[src/rtl/mcp4922_pkg.sv]
// mcp4922_pkg
// Shared definitions for the MCP4922 SPI command frame, used by both the
// transmitter and the receiver so the two ends always agree on bit layout.
//   - Frame bit positions (A/B select, BUF, GA_n, SHDN_n, 12-bit code)
//   - Config bit order {BUF, GA_n, SHDN_n} as presented on cfg_a/cfg_b
//   - Frame length and the saturation point of the receiver bit counter
//   - Receiver FSM state type and per-channel register layout
package mcp4922_pkg;

  localparam int FRAME_LEN  = 16;
  localparam int AB_BIT     = 15;
  localparam int BUF_BIT    = 14;
  localparam int GA_N_BIT   = 13;
  localparam int SHDN_N_BIT = 12;
  localparam int CODE_MSB   = 11;
  localparam int CODE_W     = 12;

  // Index of each config bit inside the 3-bit cfg vector.
  localparam int CFG_W      = 3;
  localparam int CFG_BUF    = 2;
  localparam int CFG_GA_N   = 1;
  localparam int CFG_SHDN_N = 0;

  // The counter must be able to tell "exactly 16" from "more than 16",
  // so it stops at 17 instead of wrapping back onto 16.
  localparam int CNT_W   = 5;
  localparam int CNT_SAT = FRAME_LEN + 1;

  typedef enum logic [1:0] {
    RX_IDLE,
    RX_SHIFT,
    RX_COMMIT
  } rx_state_t;

  // One DAC channel worth of latched state: config bits plus code.
  typedef struct packed {
    logic [CFG_W-1:0]  cfg;
    logic [CODE_W-1:0] code;
  } chan_reg_t;

  function automatic logic [CFG_W-1:0] frame_cfg(input logic [FRAME_LEN-1:0] f);
    logic [CFG_W-1:0] c;
    c             = '0;
    c[CFG_BUF]    = f[BUF_BIT];
    c[CFG_GA_N]   = f[GA_N_BIT];
    c[CFG_SHDN_N] = f[SHDN_N_BIT];
    return c;
  endfunction

  function automatic logic [CODE_W-1:0] frame_code(input logic [FRAME_LEN-1:0] f);
    return f[CODE_MSB:0];
  endfunction

endpackage

[src/rtl/mcp4922_rx_spi_pin_sync.sv]
// spi_pin_sync
// Brings one asynchronous pin into the clk domain through a SYNC_STAGES
// flop chain, then compares against one more flop to find edges.
// Ports:
//   clk, reset_n : system clock, async active-low reset
//   pin          : raw asynchronous input
//   level        : synchronized level
//   rise, fall   : single-cycle edge strobes on the synchronized level
// RESET_VAL is the idle level of the pin, so leaving reset does not
// fabricate an edge.
module spi_pin_sync #(
  parameter int   SYNC_STAGES = 2,
  parameter logic RESET_VAL   = 1'b0
) (
  input  logic clk,
  input  logic reset_n,
  input  logic pin,
  output logic level,
  output logic rise,
  output logic fall
);

  logic [SYNC_STAGES-1:0] chain;
  logic                   prev;

  // Plain shift chain; written as a loop so a single stage also works.
  always_ff @(posedge clk or negedge reset_n) begin
    if (!reset_n) begin
      chain <= {SYNC_STAGES{RESET_VAL}};
      prev  <= RESET_VAL;
    end else begin
      chain[0] <= pin;
      for (int i = 1; i < SYNC_STAGES; i++) begin
        chain[i] <= chain[i-1];
      end
      prev <= chain[SYNC_STAGES-1];
    end
  end

  assign level = chain[SYNC_STAGES-1];
  assign rise  = level & ~prev;
  assign fall  = ~level & prev;

endmodule

[src/rtl/mcp4922_rx.sv]
// mcp4922_rx
// Receiving end of the MCP4922 DAC link: deserializes 16-bit SPI command
// frames, keeps per-channel input registers, and models LDAC double
// buffering into the output registers.
// Ports:
//   clk, reset_n         : system clock, async active-low reset
//   cs_pin               : SPI chip select (active low, asynchronous)
//   clk_pin, data_pin    : SPI clock (sampled on rise) and data, MSB first
//   ldac_n               : latch-DAC, active low
//   out_a, out_b         : channel codes, forced to 0 while shut down
//   cfg_a, cfg_b         : latched {BUF, GA_n, SHDN_n} per channel
//   word_valid           : pulse when a 16-bit frame is accepted
//   word_axis            : A/B bit of the last accepted frame
//   frame_err            : pulse when a frame had the wrong bit count
module mcp4922_rx
  import mcp4922_pkg::*;
#(
  parameter int SYNC_STAGES = 2,
  parameter int BITS        = 12
) (
  input  logic            clk,
  input  logic            reset_n,
  input  logic            cs_pin,
  input  logic            clk_pin,
  input  logic            data_pin,
  input  logic            ldac_n,
  output logic [BITS-1:0] out_a,
  output logic [BITS-1:0] out_b,
  output logic [2:0]      cfg_a,
  output logic [2:0]      cfg_b,
  output logic            word_valid,
  output logic            word_axis,
  output logic            frame_err
);

  logic cs_level, cs_rise, cs_fall;
  logic clk_level, clk_rise, clk_fall;
  logic data_level, data_rise, data_fall;
  logic ldac_level, ldac_rise, ldac_fall;

  // All four chains have the same depth so data stays aligned with the
  // SPI clock edge that samples it.
  spi_pin_sync #(.SYNC_STAGES(SYNC_STAGES), .RESET_VAL(1'b1)) u_cs_sync (
    .clk(clk), .reset_n(reset_n), .pin(cs_pin),
    .level(cs_level), .rise(cs_rise), .fall(cs_fall)
  );

  spi_pin_sync #(.SYNC_STAGES(SYNC_STAGES), .RESET_VAL(1'b0)) u_clk_sync (
    .clk(clk), .reset_n(reset_n), .pin(clk_pin),
    .level(clk_level), .rise(clk_rise), .fall(clk_fall)
  );

  spi_pin_sync #(.SYNC_STAGES(SYNC_STAGES), .RESET_VAL(1'b0)) u_data_sync (
    .clk(clk), .reset_n(reset_n), .pin(data_pin),
    .level(data_level), .rise(data_rise), .fall(data_fall)
  );

  spi_pin_sync #(.SYNC_STAGES(SYNC_STAGES), .RESET_VAL(1'b1)) u_ldac_sync (
    .clk(clk), .reset_n(reset_n), .pin(ldac_n),
    .level(ldac_level), .rise(ldac_rise), .fall(ldac_fall)
  );

  // Edge strobes this block has no use for.
  logic unused_sync;
  assign unused_sync = ^{cs_level, clk_level, clk_fall, data_rise, data_fall,
                         ldac_rise, ldac_fall};

  rx_state_t            state;
  logic [FRAME_LEN-1:0] sreg;
  logic [CNT_W-1:0]     cnt;
  chan_reg_t            in_reg_a, in_reg_b;
  chan_reg_t            out_reg_a, out_reg_b;

  // Frame FSM. A cs rising edge wins over a simultaneous SPI clock edge,
  // so a late clock at the end of a frame is dropped rather than counted.
  // Input registers only change in COMMIT, and only for a full 16-bit frame.
  always_ff @(posedge clk or negedge reset_n) begin
    if (!reset_n) begin
      state      <= RX_IDLE;
      sreg       <= '0;
      cnt        <= '0;
      in_reg_a   <= '0;
      in_reg_b   <= '0;
      word_valid <= 1'b0;
      word_axis  <= 1'b0;
      frame_err  <= 1'b0;
    end else begin
      word_valid <= 1'b0;
      frame_err  <= 1'b0;
      case (state)
        RX_IDLE: begin
          if (cs_fall) begin
            state <= RX_SHIFT;
            sreg  <= '0;
            cnt   <= '0;
          end
        end
        RX_SHIFT: begin
          if (cs_rise) begin
            state <= RX_COMMIT;
          end else if (clk_rise) begin
            sreg <= {sreg[FRAME_LEN-2:0], data_level};
            if (cnt != CNT_W'(CNT_SAT)) begin
              cnt <= cnt + 1'b1;
            end
          end
        end
        RX_COMMIT: begin
          state <= RX_IDLE;
          if (cnt == CNT_W'(FRAME_LEN)) begin
            word_valid <= 1'b1;
            word_axis  <= sreg[AB_BIT];
            if (sreg[AB_BIT]) begin
              in_reg_b <= '{cfg: frame_cfg(sreg), code: frame_code(sreg)};
            end else begin
              in_reg_a <= '{cfg: frame_cfg(sreg), code: frame_code(sreg)};
            end
          end else begin
            frame_err <= 1'b1;
          end
        end
        default: state <= RX_IDLE;
      endcase
    end
  end

  // LDAC double buffer: while ldac is low the outputs track the input
  // registers, so the falling edge moves both channels in the same cycle.
  always_ff @(posedge clk or negedge reset_n) begin
    if (!reset_n) begin
      out_reg_a <= '0;
      out_reg_b <= '0;
    end else if (!ldac_level) begin
      out_reg_a <= in_reg_a;
      out_reg_b <= in_reg_b;
    end
  end

  // A shut-down channel drives 0, but its config bits remain visible.
  assign out_a = out_reg_a.cfg[CFG_SHDN_N] ? BITS'(out_reg_a.code) : '0;
  assign out_b = out_reg_b.cfg[CFG_SHDN_N] ? BITS'(out_reg_b.code) : '0;
  assign cfg_a = out_reg_a.cfg;
  assign cfg_b = out_reg_b.cfg;

endmodule
[config.mk]
export PLATFORM = sky130hd
export DESIGN_NAME = mcp4922_rx
export DESIGN_NICKNAME = d
export VERILOG_FILES = /design/src/rtl/mcp4922_pkg.sv /design/src/rtl/mcp4922_rx_spi_pin_sync.sv /design/src/rtl/mcp4922_rx.sv
export SDC_FILE = /design/constraint.sdc
export NUM_CORES = 1
export LEC_CHECK = 0
export BUFFER_PORTS_ARGS = -buffer_cell sky130_fd_sc_hd__buf_2
export CORE_UTILIZATION = 50
export DETAILED_ROUTE_END_ITERATION = 12
export HOLD_SLACK_MARGIN = 0.06
export PLACE_DENSITY = 0.72
export SKIP_CTS_REPAIR_TIMING = 1
export SYNTH_ARGS = -nofsm -noshare
export SYNTH_HDL_FRONTEND = slang
export SYNTH_SLANG_ARGS = --single-unit
[constraint.sdc]
create_clock -name clk -period 1.5 [get_ports clk]
set_input_delay 0.15 -clock clk [delete_from_list [all_inputs] [get_ports clk]]
set_output_delay 0.15 -clock clk [all_outputs]
set_load 0.02 [all_outputs]
==> impl_metrics.py <==
metrics = {
    "clock_network": {
        "cts_buffer_depth": 2,
        "cts_buffers": 9,
        "clock_latency_ns": 0.36,
        "clock_sink_count": 96,
        "h_tree_levels": 3,
        "cts_root_buf": "sky130_fd_sc_hd__clkbuf_8",
        "path_clk_slew_ns": 0.10,
        "tritoncts": "done",
    },
    "global_routing": {
        "gr_overflow_total": 0,
        "first_global_vias": 2160,
        "total_routing_usage_gr": 0.1835,
        "grt_pass1_wl_mm": 10.65,
        "grt_antenna_before_repair": 0,
        "grt_max_degree": 42,
    },
    "synth": {
        "syn_inst": 258,
        "area_of_the_mapped_netlist_um2": 3785,
        "synth_cell_type_count": 33,
        "yosys.area.top_type": "sky130_fd_sc_hd__dfrtp_1",
        "synth_sequential_area_ratio": 0.6364,
        "synth.top_cells.by_area": "sky130_fd_sc_hd__dfrtp_1 60%, sky130_fd_sc_hd__mux2_2 18%, sky130_fd_sc_hd__and2_1 4.0%",
        "area_fraction_of_the_dominant_cell_type_after_synthesis": 0.6017,
        "syn-mean-instance-area_um2": 14.67,
        "number_of_register_bits_inferred_by_synthesis": 96,
        "syn-num-nets": 267,
        "yosys_warnings": 0,
    },
    "timing": {
        "final_critical_path_setup_slack_ns": -0.02123,
        "rsz0062_at_grt": "yes",
        "hold_viol_final": 0,
        "final.setup.tns_ns": -0.1058,
        "final-setup-viol-count": 7,
        "slew_violations": 0,
        "layout_worst_path_cycle_share": 1.014,
        "fmax_mhz": 657.4,
        "slew_headroom": 0.6734,
        "finalClockSkew_ns": 0.01133,
        "final_period_minus_worst_setup_slack_ns": 1.521,
        "transition_time_of_the_tightest_slew_check_pin_ns": 0.4898,
        "whs_ns": 0.1997,
    },
    "status": {
        "outcome": "finished with violations",
        "violations": "negative setup slack",
    },
    "power": {
        "total_net_switching_power_w": 0.001206,
        "p_leak_nw": 2.423,
        "pwr-share-comb": 0.098,
        "switching_share": 0.2282,
        "power.ir.vdd_worst_mv": 0.7077,
        "seq_power_share": 0.515,
        "clock_group_share_of_total_power": 0.387,
        "internal_power_w": 0.004080,
        "cellPowerDensity_nw_per_um2": 1123,
    },
    "finish": {
        "final_nets": 332,
        "final_util": 0.6453,
        "mostFrequentLayoutCell": "sky130_fd_sc_hd__dfrtp_1",
        "layout-drive-gt1-share": 0.5000,
        "layout.cells.most_common_list": "88 x sky130_fd_sc_hd__dfrtp_1, 45 x sky130_fd_sc_hd__mux2_2, 37 x sky130_fd_sc_hd__buf_2, 24 x sky130_fd_sc_hd__and2_1, 23 x sky130_fd_sc_hd__buf_4",
        "n_antenna_cell": 0,
        "post_layout_nonfiller_instances": 427,
        "area_growth_pct": 24.33,
    },
    "placement": {
        "place.detailed.hpwl_mm": 4.211,
        "buffer_ports.inserted": 38,
        "placement.setup.worst_slack_ns": -0.08577,
        "global_placer_s_final_weighted_congestion": 0.7974,
        "placed_cells": 403,
    },
    "worst_hold_path": {
        "worstHoldPathType": "primary input to async pin",
    },
    "floorplan": {
        "total_die_area_um2": 7922,
        "die_width_um": 89.01,
        "die-height_um": 89.01,
        "row_count": 31,
        "floorplan.core_area_um2": 7292,
        "starting_density_of_the_core": 0.5190,
        "ioPinCount": 39,
    },
    "routing": {
        "route.final.wire_length_mm": 6.733,
        "routedWlPerCell_um": 15.77,
        "drt-pass1-iter-count": 4,
        "drc": 0,
        "vias_post_dr": 2194,
        "route.detailed.vias_per_inst": 5.138,
        "detail_route.iter0.violations": 140,
        "detail-route-antenna-nets": 0,
    },
    "setup_path": {
        "worst-r2r-setup-slack_ns": -0.02,
        "timing.critical_path.cells": "inv_2 -> ha_4 -> nand4_4 -> nor2_4 -> clkbuf_16 -> mux2_4",
        "criticalPathCategory": "register to register",
        "crit_path_start": "cnt[0]",
        "critical_path.endpoint": "in_reg_a[9]",
        "critical-path-max-stage-delay_ns": 0.39,
        "slowest_stage": "sky130_fd_sc_hd__dfrtp_1",
        "timing.critical_path.arrival_ns": 1.77,
        "crit_path_start_kind": "register",
        "worstPathMaxFanout": 7,
        "timing.critical_path.required_ns": 1.75,
        "r2r_start": "cnt[0]",
        "critPathCaptureType": "register",
        "worstRegToRegCells": 6,
        "timing.rr.end": "in_reg_a[9]",
    },
    "run": {
        "cap_viol_max_count": 0,
    },
}
## sequential cells by signal, summed over array words and instances, names as in the netlist
name and cells:
in_reg_b 15, sreg 16, cfg_b 3, cfg_a 3
u_cs_sync.prev 1, u_ldac_sync.chain 2, word_valid 1, out_reg_b 12
u_cs_sync.chain 2, u_clk_sync.chain 2, cnt 5, state 2
u_clk_sync.prev 1, u_data_sync.chain 2, out_reg_a 12, frame_err 1
word_axis 1, in_reg_a 15
## per-stage QoR
step,power [W],area [µm²]
6_report,0.005286,4706
5_1_grt,0.005482,4706
3_3_place_gp,0.003200,4274
3_5_place_dp,0.003218,4274
4_1_cts,0.005267,4524
2_1_floorplan,0.002968,3850
## power groups by stage
| stage | clock network (W) | logic [W] | registers, W |
|---|---|---|---|
| floorplan | 0 | 0.000210 | 0.00276 |
| global placement | 0 | 0.000446 | 0.00275 |
| detailed placement | 0 | 0.000462 | 0.00276 |
| CTS | 0.00210 | 0.000463 | 0.00271 |
| global route | 0.00218 | 0.000571 | 0.00273 |
| finish | 0.00205 | 0.000520 | 0.00272 |
## area by class of cell
| class | instances | area, µm² |
|---|---|---|
| clock buffers | 10 | 137.6 |
| clock inverters | 6 | 112.6 |
| fillers | 570 | 2586 |
| inverters | 5 | 26.28 |
| multi-input cells | 141 | 1389 |
| flip-flops and latches | 96 | 2412 |
| well taps | 99 | 123.9 |
| repair buffers | 70 | 504.2 |
## worst min-delay path by stage
stage | start | end | slack (ns)
4_1_cts | reset_n | cfg_a[1] | -0.37
5_1_grt | reset_n | cfg_a[1] | 0.22
3_5_place_dp | reset_n | cfg_a[1] | 0.03
2_1_floorplan | reset_n | cfg_a[0] | -0.15
6_report | reset_n | cfg_a[1] | 0.20
3_3_place_gp | reset_n | cfg_a[1] | 0.03
## metal layers
layer	GRT usage	part of all wire	vias up
li1	-	-	1028
met1	0.2579	0.49	1117
met2	0.2860	0.47	37
met3	0.03878	0.026	12
met4	0.06638	0.014	0
met5	0	0	-
## synthesized netlist by cell type
cell and instances:
sky130_fd_sc_hd__clkbuf_1 6, sky130_fd_sc_hd__a21bo_2 1, sky130_fd_sc_hd__a211o_1 1, sky130_fd_sc_hd__nor2_1 2
sky130_fd_sc_hd__mux2_2 60, sky130_fd_sc_hd__o21ai_0 4, sky130_fd_sc_hd__nand2_4 1, sky130_fd_sc_hd__ha_1 3
sky130_fd_sc_hd__nand4_1 1, sky130_fd_sc_hd__and2b_1 1, sky130_fd_sc_hd__a31oi_2 1, sky130_fd_sc_hd__nor2b_1 4
sky130_fd_sc_hd__buf_6 2, sky130_fd_sc_hd__inv_2 1, sky130_fd_sc_hd__buf_2 1, sky130_fd_sc_hd__nand2b_1 1
sky130_fd_sc_hd__a21oi_1 1, sky130_fd_sc_hd__and2_1 24, sky130_fd_sc_hd__nor2_4 1, sky130_fd_sc_hd__inv_1 4
sky130_fd_sc_hd__and3_1 2, sky130_fd_sc_hd__a311oi_1 1, sky130_fd_sc_hd__dfrtp_1 91, sky130_fd_sc_hd__dfstp_2 5
sky130_fd_sc_hd__mux2i_1 1, sky130_fd_sc_hd__nand2_1 5, sky130_fd_sc_hd__nor3b_1 1, sky130_fd_sc_hd__buf_4 8
sky130_fd_sc_hd__nor4b_1 1, sky130_fd_sc_hd__a22o_1 16, sky130_fd_sc_hd__nand4_2 1, sky130_fd_sc_hd__a32oi_1 1
sky130_fd_sc_hd__nand3_1 5
## cell families after synthesis
logic type	share of synthesized area
mux	0.1812
fa+ha+maj	0.009918
compound gates	0.05653
simple gates	0.08198
flops	0.6364
buf+inv	0.03405
## worst max-delay path: cells and delay by family, from the launching register on
family	cells	cell delay (ns)
mux	1	0.30
simple gates	2	0.30
flops	1	0.39
buf+inv	2	0.29
fa+ha+maj	1	0.15
(Power assumes the default switching activity.)
